--- src/rtl/alu_divider_if.sv ---
// Handshake and result bundle between the control unit and the sequential divider.
// The master issues operands with a start pulse; the slave returns registered results.
interface alu_divider_if #(
   parameter int unsigned WIDTH = 16
);
   logic             start;
   logic [WIDTH-1:0] a;
   logic [WIDTH-1:0] b;
   logic             half_mode;
   logic [WIDTH-1:0] quotient;
   logic [WIDTH-1:0] remainder;
   logic             z;
   logic             div_zero;
   logic             busy;
   logic             done;

   modport master (
      output start, a, b, half_mode,
      input  quotient, remainder, z, div_zero, busy, done
   );

   modport slave (
      input  start, a, b, half_mode,
      output quotient, remainder, z, div_zero, busy, done
   );
endinterface

--- src/rtl/alu_divider.sv ---
// Restoring shift-subtract unsigned divider, one quotient bit per clock, with an
// 8-bit half mode whose results are zero-extended to the full width.
module alu_divider #(
   parameter int unsigned WIDTH = 16
) (
   input logic         clk,
   input logic         rst_n,
   alu_divider_if.slave bus
);
   localparam int unsigned HW   = WIDTH / 2;
   localparam int unsigned CntW = $clog2(WIDTH + 1);
   localparam logic [CntW-1:0] LastFull = CntW'(WIDTH - 1);
   localparam logic [CntW-1:0] LastHalf = CntW'(HW - 1);

   typedef enum logic [1:0] {StIdle, StRun, StDone} state_e;

   state_e           state_q, state_d;
   logic [WIDTH-1:0] dvd_q, dvd_d;
   logic [WIDTH-1:0] dvs_q, dvs_d;
   logic [WIDTH-1:0] part_q, part_d;
   logic [WIDTH-1:0] quo_sh_q, quo_sh_d;
   logic [CntW-1:0]  cnt_q, cnt_d;
   logic             half_q, half_d;

   logic [WIDTH-1:0] quotient_q, quotient_d;
   logic [WIDTH-1:0] remainder_q, remainder_d;
   logic             z_q, z_d;
   logic             div_zero_q, div_zero_d;
   logic             busy_q, busy_d;
   logic             done_q, done_d;

   logic [WIDTH-1:0] a_eff, b_eff, a_left, ones_eff;
   logic [WIDTH:0]   part_shift;
   logic             ge;
   logic [WIDTH-1:0] part_next, quo_next;
   logic [CntW-1:0]  cnt_last;

   always_comb begin
      a_eff    = bus.half_mode ? {{HW{1'b0}}, bus.a[HW-1:0]} : bus.a;
      b_eff    = bus.half_mode ? {{HW{1'b0}}, bus.b[HW-1:0]} : bus.b;
      // Half-mode dividend sits in the top byte so the MSB tap is the same in both modes.
      a_left   = bus.half_mode ? {bus.a[HW-1:0], {HW{1'b0}}} : bus.a;
      ones_eff = bus.half_mode ? {{HW{1'b0}}, {HW{1'b1}}} : {WIDTH{1'b1}};

      part_shift = {part_q, dvd_q[WIDTH-1]};
      ge         = part_shift >= {1'b0, dvs_q};
      // The restored partial is always below the divisor, so truncation is lossless.
      part_next  = ge ? (part_shift[WIDTH-1:0] - dvs_q) : part_shift[WIDTH-1:0];
      quo_next   = (quo_sh_q << 1) | WIDTH'(ge);
      cnt_last   = half_q ? LastHalf : LastFull;

      state_d     = state_q;
      dvd_d       = dvd_q;
      dvs_d       = dvs_q;
      part_d      = part_q;
      quo_sh_d    = quo_sh_q;
      cnt_d       = cnt_q;
      half_d      = half_q;
      quotient_d  = quotient_q;
      remainder_d = remainder_q;
      z_d         = z_q;
      div_zero_d  = div_zero_q;

      unique case (state_q)
         StIdle: begin
            if (bus.start) begin
               half_d = bus.half_mode;
               dvs_d  = b_eff;
               if (b_eff == '0) begin
                  quotient_d  = ones_eff;
                  remainder_d = a_eff;
                  z_d         = 1'b0;
                  div_zero_d  = 1'b1;
                  state_d     = StDone;
               end else begin
                  dvd_d    = a_left;
                  part_d   = '0;
                  quo_sh_d = '0;
                  cnt_d    = '0;
                  state_d  = StRun;
               end
            end
         end
         StRun: begin
            dvd_d    = dvd_q << 1;
            part_d   = part_next;
            quo_sh_d = quo_next;
            cnt_d    = cnt_q + 1'b1;
            if (cnt_q == cnt_last) begin
               quotient_d  = quo_next;
               remainder_d = part_next;
               z_d         = (quo_next == '0);
               div_zero_d  = 1'b0;
               state_d     = StDone;
            end
         end
         StDone: begin
            state_d = StIdle;
         end
         default: begin
            state_d = StIdle;
         end
      endcase

      busy_d = (state_d != StIdle);
      done_d = (state_d == StDone);
   end

   always_ff @(posedge clk or negedge rst_n) begin
      if (!rst_n) begin
         state_q     <= StIdle;
         dvd_q       <= '0;
         dvs_q       <= '0;
         part_q      <= '0;
         quo_sh_q    <= '0;
         cnt_q       <= '0;
         half_q      <= 1'b0;
         quotient_q  <= '0;
         remainder_q <= '0;
         z_q         <= 1'b0;
         div_zero_q  <= 1'b0;
         busy_q      <= 1'b0;
         done_q      <= 1'b0;
      end else begin
         state_q     <= state_d;
         dvd_q       <= dvd_d;
         dvs_q       <= dvs_d;
         part_q      <= part_d;
         quo_sh_q    <= quo_sh_d;
         cnt_q       <= cnt_d;
         half_q      <= half_d;
         quotient_q  <= quotient_d;
         remainder_q <= remainder_d;
         z_q         <= z_d;
         div_zero_q  <= div_zero_d;
         busy_q      <= busy_d;
         done_q      <= done_d;
      end
   end

   assign bus.quotient  = quotient_q;
   assign bus.remainder = remainder_q;
   assign bus.z         = z_q;
   assign bus.div_zero  = div_zero_q;
   assign bus.busy      = busy_q;
   assign bus.done      = done_q;
endmodule

--- src/flat_wrapper.sv ---
// flat-port wrapper written by rule: the top's interface ports become plain ports
module alu_divider_flat 
#(
   parameter int unsigned WIDTH = 16
)
  (clk, rst_n, bus_start, bus_a, bus_b, bus_half_mode, bus_quotient, bus_remainder, bus_z, bus_div_zero, bus_busy, bus_done);
  alu_divider_if #(.WIDTH(WIDTH)) bus_i ();
  input logic clk;
  input logic rst_n;
  input wire logic [$bits(bus_i.start)-1:0] bus_start;
  input wire logic [$bits(bus_i.a)-1:0] bus_a;
  input wire logic [$bits(bus_i.b)-1:0] bus_b;
  input wire logic [$bits(bus_i.half_mode)-1:0] bus_half_mode;
  output wire logic [$bits(bus_i.quotient)-1:0] bus_quotient;
  output wire logic [$bits(bus_i.remainder)-1:0] bus_remainder;
  output wire logic [$bits(bus_i.z)-1:0] bus_z;
  output wire logic [$bits(bus_i.div_zero)-1:0] bus_div_zero;
  output wire logic [$bits(bus_i.busy)-1:0] bus_busy;
  output wire logic [$bits(bus_i.done)-1:0] bus_done;
  assign bus_i.start = bus_start;
  assign bus_i.a = bus_a;
  assign bus_i.b = bus_b;
  assign bus_i.half_mode = bus_half_mode;
  assign bus_quotient = bus_i.quotient;
  assign bus_remainder = bus_i.remainder;
  assign bus_z = bus_i.z;
  assign bus_div_zero = bus_i.div_zero;
  assign bus_busy = bus_i.busy;
  assign bus_done = bus_i.done;
  alu_divider #(.WIDTH(WIDTH)) u_core (.clk(clk), .rst_n(rst_n), .bus(bus_i));
endmodule
--- config.mk ---
export PLATFORM = sky130hd
export DESIGN_NAME = alu_divider_flat
export DESIGN_NICKNAME = d
export VERILOG_FILES = /design/src/rtl/alu_divider_if.sv /design/src/rtl/alu_divider.sv /design/src/flat_wrapper.sv
export SDC_FILE = /design/constraint.sdc
export NUM_CORES = 1
export LEC_CHECK = 0
export ABC_AREA = 1
export BUFFER_PORTS_ARGS = -buffer_cell sky130_fd_sc_hd__buf_2
export CORE_MARGIN = 2
export CORE_UTILIZATION = 40
export CTS_CLUSTER_DIAMETER = 200
export DETAILED_ROUTE_END_ITERATION = 10
export GPL_TIMING_DRIVEN = 1
export PLACE_DENSITY = 0.64
export SLEW_MARGIN = 25
export SYNTH_ARGS = -nofsm -noshare
export SYNTH_HDL_FRONTEND = slang
export SYNTH_SLANG_ARGS = --single-unit
--- constraint.sdc ---
create_clock -name clk -period 2.08 [get_ports clk]
set_clock_uncertainty 0.05 [all_clocks]
set_input_delay 0.104 -clock clk [delete_from_list [all_inputs] [get_ports clk]]
set_output_delay 0.104 -clock clk [all_outputs]
set_load 0.05 [all_outputs]
======== Word-level counts from Yosys, hierarchy flattened ========
Index checks and enable logic that the tools add are counted.
storage, ports and cells
  register bits ........................... 107
  input bits .............................. 36
  output and inout bits ................... 36
  logic and storage cells ................. 68
operators by class
  add/subtract/negate cells ............... 2
  magnitude comparators ................... 1
  equality and inequality tests ........... 7
  mux-type cells .......................... 36
  bitwise operators ....................... 1
  reduce and logical (&&, ||, !) cells .... 8
operators by type and width
  operator                                                               count
  16-bit 2-to-1 mux                                                      15
  16-bit case mux with 2 select lines                                    4
  16-bit logical NOT                                                     2
  15-bit case mux with 2 select lines                                    1
  17-bit by 16-bit >= comparator with 1-bit output                       1
  16-bit by 1-bit bitwise OR with 16-bit output                          1
  16-bit subtractor                                                      1
  5-bit 2-to-1 mux                                                       2
  5-bit case mux with 2 select lines                                     1
  1-bit 2-to-1 mux                                                       6
  2-bit 2-to-1 mux                                                       3
  5-bit by 1-bit adder with 5-bit output, second input constant          1
  5-bit equality test                                                    1
  4-bit 2-to-1 mux                                                       1
  2-bit by 1-bit != test with 1-bit output, second input constant        2
  2-bit != test, second input constant                                   2
  1-bit case mux with 2 select lines                                     2
  2-bit case mux with 2 select lines                                     1
  4-bit AND reduction                                                    1
  2-bit nonzero test                                                     2
  3-bit AND reduction                                                    1
  2-bit by 1-bit equality test with 1-bit output, second input constant  1
  2-bit equality test, second input constant                             1
  2-bit logical NOT                                                      1
  2-bit AND reduction                                                    1

======== Longest topological paths before layout ========
  depth in word-level cells ............... 6
  mapped depth ............................ 15
  depth with buffers taken out ............ 15

======== Worst setup path before layout ========
No wires, ideal clock.
  kind .................................... register -> register
  from .................................... reg u_core.part_q[6]
  to ...................................... reg u_core.remainder_q[3] (netlist: u_core.bus.remainder[3])
  setup time .............................. 63 ps
  arrival time ............................ 1810 ps
  required time ........................... 1967 ps
  slack ................................... 158 ps
  cell stages (with the launch flop) ...... 13
  buffers on the path ..................... 1
  clock period less this slack ............ 1922 ps
  cell sequence ........................... dfrtp_1 ha_1 nand2_1 nor2_1 nand3_1 nand3_1 nand3_2 nand2_4 buf_6 nand3_1 nand3_1 nand2_1 inv_1
on the way
  word-level cells in the longest chain between the ends .. 4
RTL lines
  item                                              RTL line            RTL
  from (decl)                                       alu_divider.sv:20   logic [WIDTH-1:0] part_q, part_d;
  from (signal assigned)                            alu_divider.sv:128  part_q <= part_d;
  17-bit by 16-bit >= comparator with 1-bit output  alu_divider.sv:46   ge = part_shift >= {1'b0, dvs_q};
  16-bit 2-to-1 mux                                 alu_divider.sv:48   part_next = ge ? (part_shift[WIDTH-1:0] - dvs_q) : part_shift[WIDTH-1:0];
  16-bit 2-to-1 mux                                 alu_divider.sv:89   if (cnt_q == cnt_last) begin
  16-bit case mux with 2 select lines               alu_divider.sv:64   unique case (state_q)
  to (signal assigned)                              alu_divider.sv:133  remainder_q <= remainder_d;
  to (decl)                                         alu_divider.sv:26   logic [WIDTH-1:0] remainder_q, remainder_d;
No other way between the ends. The select of a mux whose other input is x is not followed.
A chain may end at the register's enable or synchronous reset.

======== Worst setup path after layout ========
  from .................................... reg u_core.part_q[9]
  to ...................................... reg u_core.quotient_q[0] (netlist: u_core.bus.quotient[0])
on the way
  word-level cells in the longest chain between the ends .. 4
RTL lines
  item                                              RTL line            RTL
  17-bit by 16-bit >= comparator with 1-bit output  alu_divider.sv:46
  16-bit by 1-bit bitwise OR with 16-bit output     alu_divider.sv:49   quo_next = (quo_sh_q << 1) | WIDTH'(ge);
  16-bit 2-to-1 mux                                 alu_divider.sv:89
  16-bit case mux with 2 select lines               alu_divider.sv:64
  to (signal assigned)                              alu_divider.sv:132  quotient_q <= quotient_d;
  to (decl)                                         alu_divider.sv:25   logic [WIDTH-1:0] quotient_q, quotient_d;
No other way between the ends. The select of a mux whose other input is x is not followed.

==> flow_metrics.py <==
metrics = {
    "timing": {
        "whs_ns": 0.0153,
        "setup_viol": 0,
        "slew_headroom_pct": 57.7,
        "rsz0062_at_grt": "yes",
        "post-route-period-util_pct": 99.3,
        "worstMarginPinSlew_ns": 0.634,
        "finalHoldViolations": 0,
        "report.final.slew_viol_count": 0,
        "final.setup.worst_slack_ns": 0.0156,
        "clock.fmax_mhz": 484,
        "period_needed_ns": 2.06,
    },
    "critical_path": {
        "endpoint_kind": "flop",
        "cp.arrival_ns": 2.26,
        "cp-start-kind": "flop",
        "worst-setup-path-type": "flop to flop",
        "required_ns": 2.28,
        "crit_fanout": 17,
    },
    "floorplanning": {
        "design.core.area_um2": 14500,
        "initial_core_util_pct": 40.9,
        "ioPinCount": 72,
        "die_area_um2": 15900,
        "core.rowCount": 44,
        "die_w_um": 126,
        "die_h_um": 126,
    },
    "yosys": {
        "async_reset_ff_share_pct": 100,
        "synth_area_um2": 5950,
        "synth-edff-count": 0,
        "synth.distinct_cells": 37,
        "ys_seq_area_share_pct": 45.0,
        "syn_inst": 777,
        "synth_nets": 831,
        "synth_area_per_cell_um2": 7.65,
        "synth-main-ff-cell": "dfrtp_1",
        "ys_ff_latch": 107,
        "yosysWarningCount": 0,
    },
    "finish": {
        "antenna_cells": 0,
        "final_area_um2": 7600,
        "syn_to_final_growth_pct": 27.8,
        "drive_gt1_share_pct": 26.6,
        "final_cells": 1082,
        "final_nets": 947,
    },
    "route": {
        "met1_length_um": 7480,
        "totalWireLength_um": 17000,
        "vias": 5563,
        "remaining_drc_errors": 0,
        "top_layer": "met4",
        "wl_per_cell_um": 15.7,
        "met3WireLength_um": 785,
        "drt_iter0_markers": 393,
        "drtPass1Iterations": 4,
        "routed_via_density": 5.14,
        "antenna_left": 0,
        "wl_met2_um": 8190,
    },
    "hold_path": {
        "hold_class": "primary input to flop",
    },
    "global_route": {
        "grt_antenna_before_repair": 0,
        "first_global_vias": 5333,
        "grt_max_degree": 108,
        "grt_pass1_wl_um": 26900,
        "track_usage_pct": 21.1,
        "overflow": 0,
    },
    "placement": {
        "placed_area_um2": 6720,
        "placed_cells": 1043,
        "hpwl_um": 11700,
        "dp_slack_ns": -0.0875,
        "gp_congestion": 0.949,
        "numPortBuffers": 71,
    },
    "clock_tree": {
        "cts_tree": "built",
        "htree_levels": 3,
        "clock-sinks": 107,
        "cts_root_buffer": "clkbuf_16",
        "cts_max_path_buffers": 2,
        "cts.clk_slew.worst_paths_ns": 0.08,
        "clk-insertion-delay-late_ns": 0.36,
        "cts_buffers": 9,
    },
    "power": {
        "totalPowerFinal_uw": 15200,
        "ir_drop_mv": 0.883,
        "power.density_nw_per_um2": 2000,
        "power.leakage_uw": 0.00388,
    },
    "flow_run": {
        "drv_cap": 0,
    },
    "status": {
        "status": "finished clean",
    },
}
## metal layers
metal | vias up | global-route usage [%]
met3 | 30 | 4.76
met5 | - | 0
met2 | 139 | 35.6
met4 | 0 | 6.08
met1 | 2641 | 27.2
li1 | 2753 | -
## kinds of logic after synthesis
kind of cell,after synthesis,synth area share [%]
buf+inv,150,10.4
flops,107,45.0
simple gates,402,30.5
fa+ha+maj,18,3.91
compound gates,91,8.90
xor+xnor,9,1.33
## placed cells by master (no fill, tap or decap), drive strengths merged, types with 14 or more instances in the layout
cell and count:
or2 20, a21oi 25, nand2 182, nand3 92, dlygate4sd3 14, a31oi 15, o21ai 27, dfrtp 107
buf 121, inv 123, nand4 26, nor2 75, ha 17
## flip-flops by register name (all words and copies together) (netlist names)
| signal | flops |
|---|---|
| u_core.state_q | 2 |
| u_core.cnt_q | 5 |
| u_core.bus.busy | 1 |
| u_core.half_q | 1 |
| u_core.part_q | 16 |
| u_core.bus.div_zero | 1 |
| u_core.dvd_q | 16 |
| u_core.dvs_q | 16 |
| u_core.bus.z | 1 |
| u_core.quo_sh_q | 15 |
| u_core.bus.remainder | 16 |
| u_core.bus.done | 1 |
| u_core.bus.quotient | 16 |
## critical path, stage by stage, from the launching register on
cell and delay (ns):
dfrtp_1 0.46, ha_4 0.27, nand2_2 0.06, nand2_1 0.06, nand2_1 0.08, nand2_2 0.07
nand2_2 0.06, nand2_2 0.06, nor2_4 0.26, nand2_8 0.15, buf_4 0.18, o21ai_1 0.12
nand2_1 0.07
## timing repair
| item | 4_1_cts | 5_1_grt |
|---|---|---|
| hold buffers | 14 | 0 |
| cloned | 0 | 1 |
| endpoints found under the hold margin | 120 | 0 |
| gates resized for setup | 10 | 73 |
| pin swaps | 2 | 34 |
| endpoints found under the setup margin | 28 | 46 |
| buffers inserted | 0 | 8 |
## report_power, final
| part | internal [uW] | switching [uW] |
|---|---|---|
| clock | 883 | 863 |
| sequential | 3030 | 628 |
| combinational | 3800 | 6010 |
## cell type report
type | count | area [um2]
tap | 184 | 230
timing repair buffer | 136 | 943
clock buffer | 10 | 239
clock inverter | 6 | 63.8
sequential | 107 | 2680
fill | 1395 | 6930
inverter | 119 | 449
multi-input combinational | 520 | 2990
## cell usage after synthesis (all sizes together), types with 5 or more instances
cell      n  area, um2
a22oi     7       52.6
a31oi    15       93.8
nand2   182        706
nor2     75        292
nand4    26        163
or2      20        125
dfrtp   107       2680
o21ai    27        135
clkbuf   11       41.3
buf      20        126
inv     119        449
nand3    92        470
o22ai     7       43.8
xor2      5       43.8
ha       17        213
a21oi    25        125
## final timing paths
kind / start / to / slack [ns] / cells past startpoint
max reg2reg: u_core.part_q[9] / u_core.bus.quotient[0] / 0.02 / 12
max: u_core.part_q[9] / u_core.bus.quotient[0] / 0.02 / 12
min: bus_b[12] / u_core.dvs_q[12] / 0.02 / 3
min in group asynchronous: rst_n / u_core.dvs_q[13] / 0.25 / 3
max in group asynchronous: rst_n / u_core.part_q[7] / 1.17 / 3
min reg2reg: u_core.bus.div_zero / u_core.bus.div_zero / 0.43 / 2
## metrics by stage
step                util [%]  TNS [ns]
finish                  52.3         0
global placement        46.2     -1.77
CTS                     49.7         0
floorplan                  -         0
detailed placement      46.2     -1.11
global route            52.3    -0.381
Note: power is estimated with default switching activity, not from simulation.
